==> config.mk <==
export PLATFORM = sky130hd
export DESIGN_NAME = alu_mc
export DESIGN_NICKNAME = d
export VERILOG_FILES = /design/src/rtl/alu_mc.sv
export SDC_FILE = /design/constraint.sdc
export NUM_CORES = 1
export LEC_CHECK = 0
export ABC_AREA = 1
export CAP_MARGIN = 20
export CORE_ASPECT_RATIO = 1.25
export CORE_MARGIN = 3
export CORE_UTILIZATION = 25
export CTS_CLUSTER_DIAMETER = 30
export DETAILED_ROUTE_END_ITERATION = 8
export GPL_TIMING_DRIVEN = 0
export PLACE_DENSITY_LB_ADDON = 0.08
export SLEW_MARGIN = 0
export SYNTH_ARGS = -nofsm -noshare
export SYNTH_HDL_FRONTEND = slang
export SYNTH_SLANG_ARGS = --single-unit
==> constraint.sdc <==
create_clock -name CLK -period 2 [get_ports CLK]
set_input_delay 0.4 -clock CLK [delete_from_list [all_inputs] [get_ports CLK]]
set_output_delay 0.4 -clock CLK [all_outputs]
set_load 0.01 [all_outputs]
==> src/rtl/alu_mc.sv <==
// Multi-cycle ALU: single-cycle arithmetic/logic ops plus iterative normalise,
// restoring divide and nibble-pattern count behind a start/busy/done handshake.
module alu_mc #(
  parameter int W  = 8,
  parameter int PW = 4,
  parameter int CW = $clog2(W+1)
) (
  input  logic          CLK,
  input  logic          reset,
  input  logic          start,
  input  logic [3:0]    OP,
  input  logic          CI,
  input  logic [W-1:0]  INPUTA,
  input  logic [W-1:0]  INPUTB,
  input  logic [PW-1:0] INPUTD,
  output logic          busy,
  output logic          done,
  output logic [W-1:0]  OUT,
  output logic [W-1:0]  OUT2,
  output logic          CO,
  output logic          ZERO
);

  typedef enum logic [1:0] {S_IDLE, S_EXEC, S_DONE} state_t;

  localparam logic [CW-1:0] CNT_W = CW'(W);
  localparam logic [CW-1:0] SEQ_N = CW'(W-PW+1);

  state_t        state_q, state_d;
  logic [3:0]    op_q, op_d;
  logic          ci_q, ci_d;
  logic [W-1:0]  a_q, a_d, b_q, b_d, r_q, r_d, q_q, q_d;
  logic [PW-1:0] d_q, d_d;
  logic [CW-1:0] cnt_q, cnt_d;
  logic [W-1:0]  out_q, out_d, out2_q, out2_d;
  logic          co_q, co_d, zero_q, zero_d;

  logic          fin;
  logic [W-1:0]  res_out, res_out2;
  logic          res_co;
  logic [W:0]    sum, r_sh, r_sub;

  always_comb begin
    state_d  = state_q;
    op_d     = op_q;
    ci_d     = ci_q;
    a_d      = a_q;
    b_d      = b_q;
    d_d      = d_q;
    r_d      = r_q;
    q_d      = q_q;
    cnt_d    = cnt_q;
    out_d    = out_q;
    out2_d   = out2_q;
    co_d     = co_q;
    zero_d   = zero_q;
    fin      = 1'b0;
    res_out  = '0;
    res_out2 = '0;
    res_co   = 1'b0;
    sum      = '0;
    r_sh     = {r_q, a_q[W-1]};
    r_sub    = r_sh - {1'b0, b_q};
    case (state_q)
      S_IDLE: if (start) begin
        op_d    = OP;
        ci_d    = CI;
        a_d     = INPUTA;
        b_d     = INPUTB;
        d_d     = INPUTD;
        r_d     = '0;
        q_d     = '0;
        cnt_d   = '0;
        state_d = S_EXEC;
      end
      S_EXEC: begin
        case (op_q)
          4'd0: begin
            sum = {1'b0, a_q} + {1'b0, b_q} + {{W{1'b0}}, ci_q};
            fin = 1'b1; res_out = sum[W-1:0]; res_co = sum[W];
          end
          4'd1: begin
            sum = {1'b0, a_q} + {1'b0, ~b_q} + {{W{1'b0}}, ci_q};
            fin = 1'b1; res_out = sum[W-1:0]; res_co = sum[W];
          end
          4'd2: begin fin = 1'b1; res_out = {a_q[W-2:0], 1'b0}; res_co = a_q[W-1]; end
          4'd3: begin fin = 1'b1; res_out = {1'b0, a_q[W-1:1]}; res_co = a_q[0]; end
          4'd4: begin fin = 1'b1; res_out = {a_q[W-1], a_q[W-1:1]}; res_co = a_q[0]; end
          4'd5: begin fin = 1'b1; res_out = {{(W-1){1'b0}}, a_q > b_q}; end
          4'd6: begin fin = 1'b1; res_out = {{(W-1){1'b0}}, a_q < b_q}; end
          4'd7: begin fin = 1'b1; res_out = '0 - a_q; res_co = |a_q; end
          4'd8: begin
            // a zero operand runs the full W shifts, which is how CO=1 falls out
            if (a_q[W-1] || cnt_q == CNT_W) begin
              fin = 1'b1; res_out = a_q; res_out2 = W'(cnt_q); res_co = (cnt_q == CNT_W);
            end else begin
              a_d = {a_q[W-2:0], 1'b0}; cnt_d = cnt_q + CW'(1);
            end
          end
          4'd9: begin
            if (b_q == '0) begin
              fin = 1'b1; res_out = '1; res_out2 = a_q; res_co = 1'b1;
            end else if (cnt_q == CNT_W) begin
              fin = 1'b1; res_out = q_q; res_out2 = r_q;
            end else begin
              // dividend shifts out of a_q MSB-first into the partial remainder
              if (r_sh >= {1'b0, b_q}) begin
                r_d = r_sub[W-1:0]; q_d = {q_q[W-2:0], 1'b1};
              end else begin
                r_d = r_sh[W-1:0];  q_d = {q_q[W-2:0], 1'b0};
              end
              a_d = {a_q[W-2:0], 1'b0}; cnt_d = cnt_q + CW'(1);
            end
          end
          4'd10: begin
            // top PW bits of the left-shifting copy walk windows i=W-PW..0
            if (cnt_q == SEQ_N) begin
              fin = 1'b1; res_out = q_q; res_co = |q_q;
            end else begin
              if (a_q[W-1 -: PW] == d_q) q_d = q_q + W'(1);
              a_d = {a_q[W-2:0], 1'b0}; cnt_d = cnt_q + CW'(1);
            end
          end
          default: begin fin = 1'b1; res_co = 1'b1; end
        endcase
        if (fin) begin
          out_d   = res_out;
          out2_d  = res_out2;
          co_d    = res_co;
          zero_d  = (res_out == '0);
          state_d = S_DONE;
        end
      end
      S_DONE:  state_d = S_IDLE;
      default: state_d = S_IDLE;
    endcase
  end

  always_ff @(posedge CLK or posedge reset) begin
    if (reset) begin
      state_q <= S_IDLE;
      op_q    <= '0;
      ci_q    <= 1'b0;
      a_q     <= '0;
      b_q     <= '0;
      d_q     <= '0;
      r_q     <= '0;
      q_q     <= '0;
      cnt_q   <= '0;
      out_q   <= '0;
      out2_q  <= '0;
      co_q    <= 1'b0;
      zero_q  <= 1'b0;
    end else begin
      state_q <= state_d;
      op_q    <= op_d;
      ci_q    <= ci_d;
      a_q     <= a_d;
      b_q     <= b_d;
      d_q     <= d_d;
      r_q     <= r_d;
      q_q     <= q_d;
      cnt_q   <= cnt_d;
      out_q   <= out_d;
      out2_q  <= out2_d;
      co_q    <= co_d;
      zero_q  <= zero_d;
    end
  end

  assign busy = (state_q == S_EXEC);
  assign done = (state_q == S_DONE);
  assign OUT  = out_q;
  assign OUT2 = out2_q;
  assign CO   = co_q;
  assign ZERO = zero_q;

endmodule
==> results of run 1 <==
-- worst max path at each step --
stage,start,end,slack [ps],cells past startpoint
detailed placement,a_q[0],ZERO,-690,14
floorplan,a_q[0],ZERO,-90,14
global placement,a_q[0],ZERO,-690,14
global route,b_q[0],ZERO,-440,12
finish,a_q[0],ZERO,-300,12
CTS,b_q[0],ZERO,-320,12
-- placed cells by master (no fill, tap or decap), types with 9 or more instances in the layout --
cell	count
nand4_1	14
o21ai_0	56
clkdlybuf4s50_1	46
a21oi_1	22
dfrtp_2	10
ha_1	19
clkbuf_16	9
nand2_1	182
nor2_4	15
dfrtp_1	55
o21ai_1	18
buf_4	33
nand3_1	47
inv_2	18
inv_1	64
nand3_2	25
nand2_2	23
o211ai_1	11
nor2_1	40
-- Yosys cell counts, types with 5 or more instances --
master and n:
inv_2 8, fa_1 5, ha_1 29, nand4_1 14
nand2_4 6, nand2_2 6, xor2_1 6, o21ai_2 5
xnor2_1 8, a21oi_1 31, nand3_1 72, o211ai_1 11
clkbuf_1 8, nor2_1 55, buf_2 5, inv_1 82
o21ai_0 71, nand2_1 202, o21ai_1 6, nor3_1 8
dfrtp_1 65
-- per-stage QoR --
stage          total power [W]  TNS (ps)  instances  util (%)  hold WS, ps
2_1_floorplan         0.007275    -94.58        733         -        462.3
3_3_place_gp          0.009553    -27380       1045     30.01        469.0
3_5_place_dp          0.009567    -22830       1046     30.11        467.1
4_1_cts                0.01261     -1011       1089     33.96        482.4
5_1_grt                0.01503     -3157       1100     36.21        500.7
6_report               0.01383     -1062       1100     36.21        476.6
-- state kept, by name (all words and copies together) (netlist names) --
signal and flops:
CO 1, OUT 8, OUT2 8, ZERO 1, a_q 8, b_q 8
ci_q 1, cnt_q 4, d_q 4, op_q 4, q_q 8, r_q 8
state_q 2
-- cell type report --
| class | count | area [sq um] |
|---|---|---|
| buffer | 17 | 136.4 |
| timing repair buffer | 86 | 817.0 |
| inverter | 90 | 364.1 |
| clock buffer | 14 | 264.0 |
| multi-input combinational | 561 | 3541 |
| tap | 265 | 331.6 |
| fill | 2072 | 12600 |
| clock inverter | 2 | 60.06 |
| sequential | 65 | 1639 |
-- power breakdown --
part           switching [W]  total, W  internal, W
Clock               0.000621   0.00178      0.00116
Sequential          0.000588   0.00239      0.00180
Combinational        0.00588   0.00966      0.00378
Total                0.00709    0.0138      0.00675
-- layer usage --
layer | GRT usage [%] | vias up
met4 | 7.427 | 0
li1 | - | 2595
met3 | 1.818 | 35
met1 | 22.24 | 2488
met2 | 30.00 | 129
met5 | 0 | -
-- timing repair --
item,4_1_cts,5_1_grt
hold endpoints to repair,0,0
resized for setup,85,103
setup buffers,25,11
hold buffers,0,0
cloned,2,1
pin swaps,21,37
setup endpoints to repair,61,58
-- logic make-up after synthesis --
| group | after synthesis | synth area share, % |
|---|---|---|
| buffers and inverters | 107 | 8.435 |
| adders and majority gates | 34 | 9.047 |
| DFF | 65 | 31.78 |
| and+or+nand+nor | 378 | 33.45 |
| AOI/OAI and AO/OA | 135 | 14.89 |
| xor gates and xnor gates | 14 | 2.396 |
-- worst register-to-register path, stage by stage (launching register included) --
cell      delay (ps)
dfrtp_2          400
inv_6             50
fa_2             350
fa_2             530
nand3b_1         110
nand4_1          120
nor2_1           120
nand2_1          100
nor2_4           130
nand3_1           90
nor2_1            90
nand3_1           70
nand2_1           60
==> impl_metrics.yaml, run 1 <==
outcome:
  status: "finished, violations left"
  failed_checks: "negative setup slack"
sta:
  fin_crit_sh_pct: 114.8
  relSlewSlack_pct: 49.50
  fin_crit_ps: 2296
  hold_viol_final: 0
  setup_viol: 14
  report.final.slew_viol_count: 0
  rsz0062_at_grt: "yes"
  tightest_slew_ps: 755.9
  finClkSkew_ps: 6.459
  fmax_ghz: 0.4355
  fin_ws_ps: -296.4
clock_tree:
  cts_tree: "yes"
  cts_buffers: 9
  root_buffer: "clkbuf_16"
  clkSinkCount: 65
  cts.htree.levels: 3
  cts_buffer_depth: 2
  cts.clk_slew.worst_paths_ps: 60
  clock_latency_ps: 350
worst_setup_path:
  worst-path-buf-inv: 1
  required_ps: 2290
  worstRegToRegCells: 12
  max_stage_delay_ps: 530
  r2r-start: "a_q[0]"
  worstPathMaxFanout: 4
  crit_chain: "inv_6, fa_2, fa_2, nand3b_1, nand4_1, nor2_1, nand2_1, nor2_4, nand3_1, nor2_1, nand3_1, nand2_1"
  reg2reg_to: "ZERO"
  critPathCaptureType: "flip-flop"
  rrSetupSlack_ps: -300
  cp-start-kind: "flip-flop"
  cp.arrival_ps: 2580
  crit_family: "simple AND/OR/NAND/NOR gates"
  slowest_stage: "fa_2"
  critPathKind: "flip-flop to flip-flop"
drt:
  drt-total-wl_um: 19030
  met1_length_um: 8381
  drtIter0Drc: 383
  ant_nets: 0
  routedWlPerCell_um: 17.30
  route.met3.wl_um: 706
  vias_per_cell: 4.770
  drtPass1Iterations: 7
  highest_layer: "met4"
  wl_met2_um: 9300
  drc: 0
  vias: 5247
global_routing:
  grt_pass1_wl_um: 30220
  antenna_found_initial: 0
  grt_usage_pct: 17.49
  grt_pass1_vias: 5437
  grt_max_degree: 35
  grt_overflow_total: 0
synth:
  synth_area_leaders: "dfrtp_1, nand2_1, ha_1"
  synth_top_area_cell: "dfrtp_1"
  synth-seq-cells: 65
  yosysTopAreaCellShare_pct: 31.78
  synthFlopType: "dfrtp_1"
  yosysWarnings: 0
  synth.net_count: 795
  syn_inst: 733
  synth.distinct_cells: 40
  synth_area_sq_um: 5117
  syn_area_per_cell_sq_um: 6.981
  ys_seq_area_share_pct: 31.78
  synthArstFlopShare_pct: 100.0
  synth-edff-count: 0
placed_design:
  gp_congestion: 0.8644
  place_hpwl_um: 14540
  place_ws_ps: -686.8
  port_buffers: 47
  placed_area_sq_um: 5948
hold_path:
  hold_depth: 2
  hold_end: "OUT2[3]"
  holdCritStartpoint: "OUT2[3]"
  worst_hold_path_type: "flip-flop to flip-flop"
floorplanning:
  dieWidth_um: 134.0
  rows: 57
  die_h_um: 166.0
  die_area_sq_um: 22230
  coreArea_sq_um: 19760
  initial_core_util_pct: 25.90
  ioPinCount: 48
layout:
  antenna_cells: 0
  fin_area_sq_um: 7153
  nets: 892
  synthToLayoutAreaGrowth_pct: 39.78
  drive_above_1_share_pct: 27.31
power:
  power_leakage_nw: 3.250
  p_per_area_nw_per_um2: 1934
  vdd_drop_max_uv: 626.8
run:
  drv_cap: 0
Power figures use the tool's default switching activity.
==> run 2, diff against run 1 <==
- GPL_TIMING_DRIVEN: 0 -> not set
==> run 2 against run 1 <==
The run still ends with negative setup slack left; final area increased by 6.5%; first-iteration DRC count down 20%; global-route usage increased by 0.25 points.
==> impl_metrics.yaml, run 2 (synthesized netlist as in run 1, its figures left out) <==
floorplanning:
  die_area_sq_um: 22230
  ioPinCount: 48
  die_h_um: 166.0
  dieWidth_um: 134.0
  initial_core_util_pct: 25.90
  coreArea_sq_um: 19760
  rows: 57
placed_design:
  gp_congestion: 0.8818
  place_hpwl_um: 15070
  place_ws_ps: -244.3
  port_buffers: 47
  placed_area_sq_um: 6680
  dp.cells: 1137
global_routing:
  antenna_found_initial: 0
  grt_max_degree: 66
  grt_usage_pct: 17.74
  grt_overflow_total: 0
  grt_pass1_wl_um: 30460
  grt_pass1_vias: 5582
layout:
  synthToLayoutAreaGrowth_pct: 48.92
  final_cells: 1179
  fin_area_sq_um: 7621
  drive_above_1_share_pct: 29.54
  antenna_cells: 0
  fillers: 2133
  layout_commonest_cell: "nand2_1"
  final_cell_mix: "nand2_1, buf_4, inv_1"
  nets: 971
worst_setup_path:
  cp.arrival_ps: 2490
  critPathKind: "flip-flop to flip-flop"
  crit_family: "adder cells"
  cp-start-kind: "flip-flop"
  rrSetupSlack_ps: -200
  crit_chain: "inv_2, fa_2, fa_2, nand3b_1, nand4_1, nor2_1, nand2_1, nor2_2, nand3_1, nor2_1, nand3_1, nand2_1"
  cp-startpoint: "b_q[0]"
  required_ps: 2280
  worstPathMaxFanout: 3
  r2r-start: "b_q[0]"
  max_stage_delay_ps: 530
  slowest_stage: "fa_2"
  critPathCaptureType: "flip-flop"
  worst-path-buf-inv: 1
power:
  power_leakage_nw: 3.592
  design_power_total_w: 0.01468
  p_per_area_nw_per_um2: 1926
  vdd_drop_max_uv: 621.7
clock_tree:
  cts.clk_slew.worst_paths_ps: 60
  root_buffer: "clkbuf_16"
  cts.htree.levels: 3
  cts_buffers: 9
  clkSinkCount: 65
  cts_buffer_depth: 2
  cts_tree: "yes"
  clock_latency_ps: 350
sta:
  finClkSkew_ps: 9.078
  fin_ws_ps: -204.8
  tns_ps: -618.5
  fin_crit_ps: 2205
  rsz0062_at_grt: "yes"
  tightest_slew_ps: 396.8
  setup_viol: 9
  relSlewSlack_pct: 73.43
  fin_crit_sh_pct: 110.2
  fmax_ghz: 0.4536
  report.final.slew_viol_count: 0
  hold_viol_final: 0
drt:
  drtPass1Iterations: 4
  routedWlPerCell_um: 16.41
  ant_nets: 0
  drc: 0
  drtIter0Drc: 308
  vias_per_cell: 4.628
  vias: 5457
  drt-total-wl_um: 19340
outcome:
  status: "finished, violations left"
  failed_checks: "negative setup slack"
hold_path:
  worst_hold_path_type: "flip-flop to flip-flop"
  holdCritStartpoint: "OUT2[2]"
run:
  drv_cap: 0
run 2: cell types whose count changed in the layout (fill, tap and decap cells not counted), moves of 7 or more:
cell     delta
nand2_2     -7
nand3_1    +13
dfrtp_1     +8
dfrtp_2     -8
buf_4      +91
nand2_1     +9
nand3_2    -14
run 2: worst paths after layout:
kind | to | cells after the start
max | ZERO | 12
min | OUT2[2] | 1
max reg2reg | ZERO | 12
min reg2reg | OUT2[2] | 1
max in group asynchronous | op_q[2] | 3
min in group asynchronous | r_q[6] | 3
run 2: layout make-up:
type / count / area [sq um] / share of cell area [%]
inverter: 90 / 352.8 / 4.630
clock inverter: 2 / 35.03 / 0.4597
tap: 265 / 331.6 / 4.351
clock buffer: 14 / 274.0 / 3.595
multi-input combinational: 562 / 3442 / 45.16
timing repair buffer: 181 / 1556 / 20.42
sequential: 65 / 1629 / 21.38
run 2: per-layer routing:
metal  global-route usage (%)  vias to the layer above  part of all wire, %
met5                        0                        -                    0
met4                    5.145                        0                  2.2
met3                    2.879                       21                  3.6
met2                    30.66                      120                   49
met1                    22.72                     2552                   45
li1                         -                     2764                    -
run 2: worst reg2reg max path, cell delays in order (launching register included):
cell	delay [ps]
dfrtp_1	370
inv_2	60
fa_2	370
fa_2	530
nand3b_1	100
nand4_1	110
nor2_1	100
nand2_1	70
nor2_2	100
nand3_1	90
nor2_1	90
nand3_1	70
nand2_1	60
run 2: repair_timing:
| item | 4_1_cts | 5_1_grt |
|---|---|---|
| setup buffers | 10 | 16 |
| hold buffers | 0 | 0 |
| gates cloned | 0 | 1 |
| endpoints found under the setup margin | 32 | 28 |
| resized for setup | 39 | 72 |
| pin swaps | 7 | 29 |
run 2: stage by stage:
stage	hold WS, ps	utilization [%]
2_1_floorplan	462.3	-
3_3_place_gp	465.3	33.81
3_5_place_dp	468.1	33.81
4_1_cts	481.4	36.34
5_1_grt	497.6	38.58
6_report	476.8	38.58
run 2: where the power goes:
group,switching (W),internal [W],leakage (nW)
Combinational,0.00591,0.00482,2.60
Clock,0.000630,0.00107,0.153
Sequential,0.000464,0.00179,0.842
Total,0.00700,0.00767,3.59
==> run 3, diff against run 2 <==
- CORE_UTILIZATION: 25 -> 53
- REMOVE_ABC_BUFFERS: not set -> 1
==> run 3 against run 2 <==
The flow still finishes with violations (negative setup slack); die area shrank 51%; critical path depth increased by 3; final area is 4.9% lower; clock power about the same; combinational power barely moved; final cell count decreased by 14%; sequential cell count unchanged; sequential share of layout area rose by 1.1 points; utilization up 40 points; hold slack lost 15 ps; clock skew up 3.3 ps; largest power group unchanged.
==> impl_metrics.yaml, run 3 (synthesized netlist as in run 1, its figures left out) <==
worst_setup_path:
  cp-start-kind: "flip-flop"
  reg2reg_to: "b_q[0]"
  r2r-start: "b_q[0]"
  required_ps: 2270
  critPathKind: "flip-flop to flip-flop"
  max_stage_delay_ps: 420
  cp.arrival_ps: 2530
  worstPathMaxFanout: 3
  slowest_stage: "dfrtp_1"
  crit_top_cell: "buf_4"
  crit_chain: "inv_2, buf_4, buf_6, buf_4, buf_4, buf_4, buf_4, buf_4, buf_4, buf_4, buf_4, buf_4, buf_4, buf_4, o21ai_2"
  rrSetupSlack_ps: -260
  worstRegToRegCells: 15
  critPathCaptureType: "flip-flop"
clock_tree:
  cts_tree: "yes"
  clock_latency_ps: 340
  cts.clk_slew.worst_paths_ps: 60
  cts_buffer_depth: 2
  clkSinkCount: 65
  cts.htree.levels: 3
  root_buffer: "clkbuf_16"
  cts_buffers: 9
sta:
  report.final.slew_viol_count: 0
  fmax_ghz: 0.4421
  fin_ws_ps: -261.8
  tightest_slew_ps: 441.1
  rsz0062_at_grt: "yes"
  fin_crit_sh_pct: 113.1
  setup_viol: 10
  hold_viol_final: 0
  fin_crit_ps: 2262
  relSlewSlack_pct: 70.28
  tns_ps: -962.3
  finClkSkew_ps: 12.35
global_routing:
  grt_pass1_vias: 5538
  grt_usage_pct: 32.73
  antenna_found_initial: 0
  grt_overflow_total: 0
  use_met1_pct: 37.36
  grt_max_degree: 66
  grt-busiest-layer: "met2"
  grt_util_met2_pct: 57.84
  use_met3_pct: 5.195
  grt_pass1_wl_um: 27100
layout:
  antenna_cells: 0
  layout_commonest_cell: "nand2_1"
  synthToLayoutAreaGrowth_pct: 41.64
  fillers: 651
  drive_above_1_share_pct: 27.07
  nets: 951
  final_cells: 1017
  utilization_pct: 78.18
  final_cell_mix: "nand2_1, buf_4, inv_1"
floorplanning:
  coreArea_sq_um: 9271
  dieWidth_um: 93.89
  die_area_sq_um: 10880
  die_h_um: 115.9
  rows: 39
  ioPinCount: 48
  initial_core_util_pct: 55.20
placed_design:
  place_ws_ps: -229.4
  place_hpwl_um: 13260
  gp_congestion: 0.9745
  dp.cells: 972
  port_buffers: 47
drt:
  drc: 0
  ant_nets: 0
  drt-total-wl_um: 18740
  vias: 5835
  drtPass1Iterations: 5
  vias_per_cell: 5.737
  routedWlPerCell_um: 18.43
  drtIter0Drc: 468
run:
  drv_cap: 0
power:
  switching_power_w: 0.007099
  pwr-share-seq_pct: 15.6
  internal_power_w: 0.007313
  power_leakage_nw: 3.526
  p_per_area_nw_per_um2: 1988
  vdd_drop_max_uv: 1808
  comb_power_share_pct: 72.4
  design_power_total_w: 0.01441
  clkPwrFrac_pct: 12.0
  sw_frac_of_total_pct: 49.26
hold_path:
  worst_hold_path_type: "input pin to async pin"
outcome:
  failed_checks: "negative setup slack"
  status: "finished, violations left"
run 3: cell types whose count changed in the layout (fill, tap and decap cells not counted), sizes merged:
cell	before	now
clkbuf	14	15
dlymetal6s2s	0	1
buf	134	114
clkinvlp	2	0
clkinv	1	0
inv	88	90
dlygate4sd2	1	0
run 3: worst max path at each step:
stage | start | end | slack [ps] | depth (start not counted)
detailed placement | a_q[0] | ZERO | -230 | 14
floorplan | state_q[0] | cnt_q[2] | -590 | 8
finish | b_q[0] | b_q[0] | -260 | 15
global route | a_q[0] | ZERO | -310 | 12
global placement | a_q[0] | ZERO | -210 | 14
CTS | b_q[0] | ZERO | -180 | 12
run 3: critical path, delay by kind of cell, from the launching register on:
kind            cells  cell delay (ps)
buf+inv            14             1690
flops               1              420
compound gates      1              100
run 3: layer usage:
metal,wire [um],vias to the layer above
met5,0,-
met3,1192,86
met4,1170,0
met1,6988,2700
li1,-,2722
met2,9389,327
run 3: metrics by stage:
step           hold slack (ps)  instance area, sq um
2_1_floorplan            462.3                  5024
3_3_place_gp             467.3                  6334
3_5_place_dp             464.3                  6334
4_1_cts                  475.6                  6839
5_1_grt                  500.7                  7248
6_report                 462.2                  7248
run 3: layout make-up:
cell class	instances	area [sq um]	area share (%)
Timing Repair Buffer	161	1393	19.21
Multi-Input combinational cell	562	3402	46.94
Sequential cell	65	1629	22.48
Inverter	90	342.8	4.730
Clock inverter	1	30.03	0.4143
Tap cell	123	153.9	2.123
Clock buffer	15	297.8	4.108
run 3: power groups by stage:
| stage | registers, W | clock network (W) | logic [W] |
|---|---|---|---|
| 3_5_place_dp | 0.00221 | 0 | 0.00848 |
| 4_1_cts | 0.00221 | 0.00173 | 0.00895 |
| 6_report | 0.00224 | 0.00173 | 0.0104 |
| 5_1_grt | 0.00228 | 0.00179 | 0.0113 |
| 2_1_floorplan | 0.00224 | 0 | 0.00487 |
| 3_3_place_gp | 0.00219 | 0 | 0.00828 |
run 3: repair_timing:
item                                    in CTS  in global routing
buffers inserted                            16                 15
cloned                                       0                  1
endpoints found under the setup margin      22                 34
gates resized for setup                     25                 80
pin swaps                                    7                 33
hold buffers                                 0                  0
==> variant, RTL diff (settings of run 3) <==
Add an input register stage for `start`, `OP`, `CI`, `INPUTA`, `INPUTB` and `INPUTD`; this delays them by one clock.
--- a/src/rtl/alu_mc.sv
+++ b/src/rtl/alu_mc.sv
@@ -26,4 +26,20 @@
   localparam logic [CW-1:0] CNT_W = CW'(W);
   localparam logic [CW-1:0] SEQ_N = CW'(W-PW+1);
+
+  logic start_q;
+  logic [3:0] OP_q;
+  logic CI_q;
+  logic [W-1:0] INPUTA_q;
+  logic [W-1:0] INPUTB_q;
+  logic [PW-1:0] INPUTD_q;
+
+  always_ff @(posedge CLK) begin
+    start_q  <= start;
+    OP_q     <= OP;
+    CI_q     <= CI;
+    INPUTA_q <= INPUTA;
+    INPUTB_q <= INPUTB;
+    INPUTD_q <= INPUTD;
+  end
 
   state_t        state_q, state_d;
@@ -63,10 +79,10 @@
     r_sub    = r_sh - {1'b0, b_q};
     case (state_q)
-      S_IDLE: if (start) begin
-        op_d    = OP;
-        ci_d    = CI;
-        a_d     = INPUTA;
-        b_d     = INPUTB;
-        d_d     = INPUTD;
+      S_IDLE: if (start_q) begin
+        op_d    = OP_q;
+        ci_d    = CI_q;
+        a_d     = INPUTA_q;
+        b_d     = INPUTB_q;
+        d_d     = INPUTD_q;
         r_d     = '0;
         q_d     = '0;
Behaviour: not the same (a bounded check fails within 4 cycles, from zero or initial values and one cycle with reset high).
==> variant against run 3 <==
- the run still ends with negative setup slack left
- fmax grew 1.3%
- power grew 1.2%
- setup slack gained 0.028 ns
- routed wire length grew 9.1%
- design area grew 9.4%
- sequential cell count grew 26
- final cell count grew 4.4%
- area after synthesis grew 9.9%
- critical path type unchanged
- critical endpoint is now ZERO
- largest power group unchanged
- highest routed layer unchanged
==> variant: results (changes against run 3) <==
- The flow ran to the end, but the final reports show violations.
- The clock-cell share of area is 3.69% (-0.83 points).
- The largest fanout on the critical path is 4 (+1).
- The half-perimeter wire length of the detailed placement result is 14.6 mm (+9.8%).
- The layout cell share with drive strength beyond 1 is 29.4% (+2.3 points).
- The number of search-and-repair iterations in the first detailed-routing pass is 7 (+2).
- The fraction of standard cell area in multi-input logic came to 43.9% (-3.1 points).
- The wire length of the first global-routing pass was 30.5 mm (+13%).
- The total routing usage reported by global routing is 32.9% (+0.12 points).
- The number of fillers in the final layout came to 705 (+8.3%).
- The gate family responsible for the most delay along the worst path is adder cells.
- The worst setup slack after placement is -0.298 ns (-0.0681 ns).
- The cell with the largest stage delay on the worst path is fa_2.
- The instance area at placement is 6940 um^2 (+9.6%).
- The final instance area was 7930 um^2 (+9.4%).
- The leakage power came to 3.79 nW (+7.5%).
- The worst path setup slack after routing is -0.233 ns (+0.0283 ns).
- The final net count is 990 (+4.1%).
- The async set or reset register ratio after synthesis was 71.4% (-29 points).
- The sequential element share of the synthesized area is 38.2% (+6.4 points).
- The non-clock buffer count in the final layout was 167 (+3.7%).
- The number of rows created at floorplan is 41 (+5.1%).
- The final count of negative-setup-slack endpoints is 11 (+1).
- The proportion of cell area occupied by registers is 27.1% (+4.7 points).
- The count of cell types in the netlist is 48 (+20%).
- The checks that failed: negative setup slack.
- The worst voltage drop across the vdd grid came to 0.00112 V (-38%).
- In the synthesized netlist, the cells that appear most often are nand2_1 (208), inv_1 (88), nor2_1 (68).
- The number of global-route vias before repair was 6067 (+9.6%).
- The number of placed instances with taps included is 1025 (+5.5%).
variant: cell types whose count changed after synthesis, moves of 5 or more:
cell,delta
dfxtp_1,+26
o21ai_0,-14
nor2_1,+13
nand3_1,-11
a21oi_1,+6
inv_1,+6
nand2_1,+6
o22ai_1,+5
variant: report_power, final:
group	switching [W]	internal (W)	leakage (nW)
Sequential	0.000444	0.00229	1.06
Clock	0.000837	0.000879	0.142
Combinational	0.00582	0.00432	2.59
Total	0.00710	0.00749	3.79
variant: timing repair:
item | in CTS | in global routing
setup buffers | 9 | 13
hold buffers | 0 | 0
resized for setup | 56 | 79
endpoints found under the hold margin | 0 | 0
setup endpoints to repair | 27 | 45
cloned | 1 | 1
pin swaps | 15 | 35
variant: metal layers:
metal | vias to the layer above | routed length [um] | global-route usage [%]
met4 | 0 | 1420 | 22.7
li1 | 2820 | - | -
met3 | 104 | 1240 | 4.08
met5 | - | 0 | 0
met1 | 2940 | 7450 | 37.7
met2 | 305 | 10300 | 56.8
variant: final timing paths:
| check | start | end | slack [ns] | depth (start not counted) |
|---|---|---|---|---|
| max | a_q[0] | ZERO | -0.23 | 14 |
| min | reset | cnt_q[2] | 0.43 | 3 |
| max reg2reg | a_q[0] | ZERO | -0.23 | 14 |
| min reg2reg | INPUTD_q[0] | d_q[0] | 0.43 | 2 |
| max in group asynchronous | reset | a_q[1] | 1.27 | 3 |
| min in group CLK | INPUTD_q[0] | d_q[0] | 0.43 | 2 |
variant: cell families after synthesis:
| family | after synthesis | share of synthesized area [%] |
|---|---|---|
| buffers and inverters | 114 | 8.27 |
| and+or+nand+nor | 379 | 29.4 |
| DFF | 91 | 38.2 |
| adders and majority gates | 34 | 8.23 |
| AOI/OAI and AO/OA | 136 | 14.2 |
| xor gates and xnor gates | 11 | 1.71 |
